==> src/rtl/inst_fetch_unit_if.sv <==
// Bundle of the instruction fetch unit's memory, redirect and decode signals.
//   mem_addr/mem_re  : byte read request to a synchronous byte-wide RAM
//   mem_dout         : RAM read data, one cycle after its request
//   redirect_valid/pc: single-cycle restart request and its address
//   inst_valid/ready : instruction handshake towards decode
//   inst_data/inst_pc: 8-byte instruction (first byte in [63:56]) and its address
// master = fetch unit side, slave = memory/decode/redirect environment side.
interface inst_fetch_unit_if #(
    parameter int unsigned ADDR_W = 16
);
    logic [ADDR_W-1:0] mem_addr;
    logic              mem_re;
    logic [7:0]        mem_dout;
    logic              redirect_valid;
    logic [31:0]       redirect_pc;
    logic              inst_valid;
    logic              inst_ready;
    logic [63:0]       inst_data;
    logic [31:0]       inst_pc;

    modport master (
        output mem_addr, mem_re, inst_valid, inst_data, inst_pc,
        input  mem_dout, redirect_valid, redirect_pc, inst_ready
    );

    modport slave (
        input  mem_addr, mem_re, inst_valid, inst_data, inst_pc,
        output mem_dout, redirect_valid, redirect_pc, inst_ready
    );
endinterface

==> src/rtl/inst_fetch_unit.sv <==
// Instruction fetch unit: reads 8 consecutive bytes from a synchronous
// byte-wide RAM starting at fetch_pc, assembles them into a 64-bit
// instruction and holds it until decode accepts it. A redirect restarts
// fetching at any byte address and discards everything in flight.
// Ports:
//   Clk     : clock, rising edge
//   Reset_n : asynchronous active-low reset
//   bus     : inst_fetch_unit_if master (memory, redirect, decode handshake)
module inst_fetch_unit #(
    parameter logic [31:0] RESET_PC = 32'h0000_0000,
    parameter int unsigned ADDR_W   = 16
) (
    input  logic                 Clk,
    input  logic                 Reset_n,
    inst_fetch_unit_if.master    bus
);

    typedef enum logic {
        FETCH,
        HOLD
    } state_t;

    state_t      state_q,      state_d;
    logic [31:0] fetch_pc_q,   fetch_pc_d;
    logic [3:0]  issue_cnt_q,  issue_cnt_d;
    logic [3:0]  recv_cnt_q,   recv_cnt_d;
    logic        rvalid_q,     rvalid_d;
    logic        armed_q,      armed_d;
    logic        inst_valid_q, inst_valid_d;
    logic [63:0] inst_data_q,  inst_data_d;
    logic [31:0] inst_pc_q,    inst_pc_d;

    logic        mem_re;
    logic [31:0] issue_addr;

    // armed_q keeps requests off until the first edge after reset release.
    assign mem_re     = armed_q && (state_q == FETCH) && (issue_cnt_q < 4'd8);
    assign issue_addr = fetch_pc_q + 32'(issue_cnt_q);

    assign bus.mem_re     = mem_re;
    assign bus.mem_addr   = mem_re ? issue_addr[ADDR_W-1:0] : '0;
    assign bus.inst_valid = inst_valid_q;
    assign bus.inst_data  = inst_data_q;
    assign bus.inst_pc    = inst_pc_q;

    always_comb begin
        state_d      = state_q;
        fetch_pc_d   = fetch_pc_q;
        issue_cnt_d  = issue_cnt_q;
        recv_cnt_d   = recv_cnt_q;
        armed_d      = 1'b1;
        // mem_dout is valid in the cycle after a request.
        rvalid_d     = mem_re;
        inst_valid_d = inst_valid_q;
        inst_data_d  = inst_data_q;
        inst_pc_d    = inst_pc_q;

        case (state_q)
            FETCH: begin
                if (mem_re) begin
                    issue_cnt_d = issue_cnt_q + 4'd1;
                end
                if (rvalid_q) begin
                    // Shift in: after 8 bytes the first one sits in [63:56].
                    inst_data_d = {inst_data_q[55:0], bus.mem_dout};
                    recv_cnt_d  = recv_cnt_q + 4'd1;
                    if (recv_cnt_q == 4'd7) begin
                        state_d      = HOLD;
                        inst_valid_d = 1'b1;
                        inst_pc_d    = fetch_pc_q;
                    end
                end
            end
            HOLD: begin
                if (bus.inst_ready) begin
                    state_d      = FETCH;
                    inst_valid_d = 1'b0;
                    fetch_pc_d   = fetch_pc_q + 32'd8;
                    issue_cnt_d  = '0;
                    recv_cnt_d   = '0;
                end
            end
            default: state_d = FETCH;
        endcase

        // Redirect wins over everything above except that a same-cycle
        // transfer has already completed; only the next pc differs.
        if (bus.redirect_valid) begin
            state_d      = FETCH;
            inst_valid_d = 1'b0;
            fetch_pc_d   = bus.redirect_pc;
            issue_cnt_d  = '0;
            recv_cnt_d   = '0;
            rvalid_d     = 1'b0;
        end
    end

    always_ff @(posedge Clk or negedge Reset_n) begin
        if (!Reset_n) begin
            state_q      <= FETCH;
            fetch_pc_q   <= RESET_PC;
            issue_cnt_q  <= '0;
            recv_cnt_q   <= '0;
            rvalid_q     <= 1'b0;
            armed_q      <= 1'b0;
            inst_valid_q <= 1'b0;
            inst_data_q  <= '0;
            inst_pc_q    <= '0;
        end else begin
            state_q      <= state_d;
            fetch_pc_q   <= fetch_pc_d;
            issue_cnt_q  <= issue_cnt_d;
            recv_cnt_q   <= recv_cnt_d;
            rvalid_q     <= rvalid_d;
            armed_q      <= armed_d;
            inst_valid_q <= inst_valid_d;
            inst_data_q  <= inst_data_d;
            inst_pc_q    <= inst_pc_d;
        end
    end

endmodule

==> src/flat_wrapper.sv <==
// flat-port wrapper written by rule: the top's interface ports become plain ports
module inst_fetch_unit_flat 
#(
    parameter logic [31:0] RESET_PC = 32'h0000_0000,
    parameter int unsigned ADDR_W   = 16
)
  (Clk, Reset_n, bus_mem_addr, bus_mem_re, bus_inst_valid, bus_inst_data, bus_inst_pc, bus_mem_dout, bus_redirect_valid, bus_redirect_pc, bus_inst_ready);
  inst_fetch_unit_if #(.ADDR_W(ADDR_W)) bus_i ();
  input  logic Clk;
  input  logic Reset_n;
  output wire logic [$bits(bus_i.mem_addr)-1:0] bus_mem_addr;
  output wire logic [$bits(bus_i.mem_re)-1:0] bus_mem_re;
  output wire logic [$bits(bus_i.inst_valid)-1:0] bus_inst_valid;
  output wire logic [$bits(bus_i.inst_data)-1:0] bus_inst_data;
  output wire logic [$bits(bus_i.inst_pc)-1:0] bus_inst_pc;
  input wire logic [$bits(bus_i.mem_dout)-1:0] bus_mem_dout;
  input wire logic [$bits(bus_i.redirect_valid)-1:0] bus_redirect_valid;
  input wire logic [$bits(bus_i.redirect_pc)-1:0] bus_redirect_pc;
  input wire logic [$bits(bus_i.inst_ready)-1:0] bus_inst_ready;
  assign bus_mem_addr = bus_i.mem_addr;
  assign bus_mem_re = bus_i.mem_re;
  assign bus_inst_valid = bus_i.inst_valid;
  assign bus_inst_data = bus_i.inst_data;
  assign bus_inst_pc = bus_i.inst_pc;
  assign bus_i.mem_dout = bus_mem_dout;
  assign bus_i.redirect_valid = bus_redirect_valid;
  assign bus_i.redirect_pc = bus_redirect_pc;
  assign bus_i.inst_ready = bus_inst_ready;
  inst_fetch_unit #(.RESET_PC(RESET_PC), .ADDR_W(ADDR_W)) u_core (.Clk(Clk), .Reset_n(Reset_n), .bus(bus_i));
endmodule
==> config.mk <==
export PLATFORM = sky130hd
export DESIGN_NAME = inst_fetch_unit_flat
export DESIGN_NICKNAME = d
export VERILOG_FILES = /design/src/rtl/inst_fetch_unit_if.sv /design/src/rtl/inst_fetch_unit.sv /design/src/flat_wrapper.sv
export SDC_FILE = /design/constraint.sdc
export NUM_CORES = 1
export LEC_CHECK = 0
export BUFFER_PORTS_ARGS = -buffer_cell sky130_fd_sc_hd__buf_2
export CAP_MARGIN = 15
export CORE_MARGIN = 2
export CORE_UTILIZATION = 48
export DETAILED_ROUTE_END_ITERATION = 7
export GPL_ROUTABILITY_DRIVEN = 0
export PLACE_DENSITY_LB_ADDON = 0.1
export SLEW_MARGIN = 5
export SYNTH_ARGS = -nofsm -noshare
export SYNTH_HDL_FRONTEND = slang
export SYNTH_SLANG_ARGS = --single-unit
==> constraint.sdc <==
create_clock -name Clk -period 2.9 [get_ports Clk]
set_clock_uncertainty 0.05 [all_clocks]
set_input_delay 0.87 -clock Clk [delete_from_list [all_inputs] [get_ports Clk]]
set_output_delay 0.87 -clock Clk [all_outputs]
set_load 0.03 [all_outputs]
==> impl_results.md <==
* WP buf/inv at 2
* Placement row count at between 40 and 50
* Max_slew headroom at approximately 44%
* R2r endpoint: u_core.fetch_pc_q[31]$_DFFE_PN0P_
* CTS tree: done
* Die width at around 120 um
* GRT overflow at 0
* Post-DP HPWL at 9.45 mm
* Power Internal at ~4.3 mW
* Final Hold Viols at 0
* Startpoint types: flop
* Clock power frac at a little under a third
* CP required at just under 2 ns
* Setup slack, reg-to-reg at around 0.83 ns
* Hold Crit Class: in2async
* Final setup margin at -0.343 ns
* Failing checks: setup timing
* DRT iter0 DRCs at approximately 180
* Number of global-route vias before repair at roughly 4500
* Placed Area at between 0.007 and 0.008 mm2
* Via density at between 5 and 6
* Post-synth top area share at roughly 56%
* Initial Util at about half
* Switch share at between 30% and 40%
* RSZ-0062 raised after global routing: true
* Clk_lat worst skew at slightly above 0.4 ns
* RR Startpoint: u_core.fetch_pc_q[12]$_DFFE_PN0P_
* Syn Nets at between 500 and 600
* Synth cell types at 46
* CTS Buf Count at 17
* # hold bufs at CTS at 0
* Comb pwr share at between 20% and 30%
* GRT Total Usage at between 20% and 30%
* Share of layout cells above drive strength 1 at 49.5%
* Router iterations before antenna repair at 4
* Number of inserted diodes at 0
* Slew Viols, Final at 0
* Mapped Cells at around 520
* Routed via count at 4499
* Pwr Density at ~810 mW/mm2
* Synth Flop Type: dfrtp_1
* Power share of the sequential group at a little over 40%
* Period Utilization, post-route at 112%
* Initial antenna violation count at 0
* H-tree Lvls at 4
* Die height at around 120 um
* Yosys warns at 0
* Nets@finish at 735
* Crit path time final at around 3.2 ns
* Count of endpoints failing setup in the final report at 12
* Final instance area at approximately 0.0082 mm2
* Maximum vdd drop at 0.482 mV
* Flop and latch count out of synthesis at between 100 and 150
* Sw Pwr at about 2.3 mW
* Synth area leaders: dfrtp_1, mux2_2, xnor2_1
* Ys async rst share at 100%
* Clock Path Buffers at 2
* Largest net degree at the start of global routing at 69
* First-pass GRT wire length at about 23 mm
* Clock root cell: clkbuf_16
* Area of the core at around 0.013 mm2
* Crit-path max cell delay at between 0.3 and 0.4 ns
* Synth area leader: dfrtp_1
* EDFF count, synth at 0
* Fin Setup TNS at -2.40 ns
* Max Cap Violations at 0
* Top Family by Delay on Critical Path: adder cells
* Crit path max fanout at 5
* WP data arrival at 2.32 ns
* Clk sink count at 140
* Total wire length at ~14 mm
* Critical path cell sequence: ha_4 -> inv_2 -> fa_2 -> nor2b_4 -> o21ai_4 -> a2111oi_4 -> xnor2_1 -> nor2_2 -> buf_6
* Post-synthesis sequential area ratio at 56.0%
* Syn-to-layout area delta at 30.2%
* CP Class: reg2out
* Num ports at roughly 160
* R2R cell count at 5
* Port bufs at 157
* Die area at 0.0140 mm2
* Syn Area/Cell at 12.1 um2
* Post-DRT Antenna Nets at 0
* Slowest cell on crit path: dfrtp_1
* FMAX at between 300 and 400 MHz
* Routed length per instance at about 16 um
* Crit end category: primary output
* Leak at roughly 3.8 nW
* Worst slew pin tran at about 0.84 ns
* # DRC at 0
* Worst-path clk slew at 0.06 ns
* Status: complete, but fails checks
* Post-Syn Area at approximately 0.0063 mm2
[kinds of logic after synthesis]
group / share of synthesized area, %
DFF: 56.0
adders and majority gates: 1.72
and+or+nand+nor: 11.8
buffers and inverters: 2.48
muxes: 17.9
xor gates and xnor gates: 5.74
other: 0.0599
AOI/OAI and AO/OA: 4.34
[cells in the final DEF (no fill, tap or decap), types with 4 or more instances in the layout]
master,Yosys,routed
and3_1,4,4
buf_2,10,144
buf_4,1,22
buf_6,1,7
clkbuf_16,0,17
dfrtp_1,140,137
ha_4,0,4
inv_1,7,6
mux2_2,98,98
nand2_1,50,49
nand3_1,12,12
nand4_1,10,10
nor2_1,30,26
nor2_2,0,4
nor3_1,11,8
o21ai_0,29,27
xnor2_1,28,28
xor2_1,13,13
[repair_timing]
item	4_1_cts	5_1_grt
setup endpoints to repair	12	14
gates resized for setup	21	37
pin swaps	3	16
buffers inserted	2	0
[power by group through the flow]
stage	Sequential (mW)	Clock, mW	Combinational (mW)
5_1_grt	2.74	2.23	1.95
3_5_place_dp	2.71	0	1.82
6_report	2.68	2.11	1.84
2_1_floorplan	3.35	0	0.529
4_1_cts	2.68	2.15	1.84
3_3_place_gp	2.68	0	1.79
[final cells by class]
class	count	area, um2
multi-input cells	341	2800
well taps	172	215
clock inverters	10	116
flip-flops and latches	140	3510
repair buffers	176	1020
inverters	7	26.3
fillers	1036	4520
clock buffers	21	460
[sequential cells by signal, indices dropped and copies added, names as in the netlist]
register and flops:
u_core.rvalid_q 1, u_core.issue_cnt_q 4, u_core.bus.inst_pc 32, u_core.bus.inst_data 64, u_core.state_q 1, u_core.fetch_pc_q 32, u_core.recv_cnt_q 4, u_core.bus.inst_valid 1
u_core.armed_q 1
[Yosys cell counts, types with 2 or more instances]
library cell,count
a21oi_1,5
nor3_1,11
mux2i_1,2
mux2_2,98
ha_1,7
dfrtp_1,140
and3_1,4
o21ai_0,29
xnor2_1,28
buf_1,3
buf_2,10
a211oi_1,5
nand2b_1,2
nor4_1,3
xor2_1,13
nor2_1,30
nor2b_1,5
nand3_1,12
o21ai_1,3
nand4_1,10
nor4_4,2
and4_1,2
and2_1,2
nand2_1,50
clkbuf_1,13
inv_1,7
[metrics by stage]
stage                     util (%)  instances  worst slack [ns]  total power [mW]  hold WS (ns)
after floorplan                  -        516           -0.0426              3.88         0.439
after global placement        57.9        834           -0.0973              4.48         0.434
after detailed placement      57.9        834            -0.165              4.53         0.440
after CTS                     63.3        867            -0.378              6.67         0.321
after global routing          64.3        867            -0.432              6.93         0.340
final                         64.3        867            -0.343              6.62         0.318
[routing by layer]
layer,vias up,track usage (%),routed length [um]
li1,2119,-,-
met4,0,8.66,266
met2,130,31.3,6390
met1,2232,27.6,6290
met5,-,0,0
met3,18,5.36,806
[worst max-delay path by stage]
stage                       end                         startpoint  cells past startpoint
2_1_floorplan  bus_mem_addr[14]  u_core.issue_cnt_q[0]$_DFFE_PN0P_                      8
6_report       bus_mem_addr[14]   u_core.fetch_pc_q[0]$_DFFE_PN0P_                      9
3_3_place_gp   bus_mem_addr[14]   u_core.fetch_pc_q[0]$_DFFE_PN0P_                      9
3_5_place_dp   bus_mem_addr[14]   u_core.fetch_pc_q[0]$_DFFE_PN0P_                      9
5_1_grt        bus_mem_addr[14]   u_core.fetch_pc_q[0]$_DFFE_PN0P_                      9
4_1_cts        bus_mem_addr[14]   u_core.fetch_pc_q[0]$_DFFE_PN0P_                      9
(Power assumes the default switching activity.)
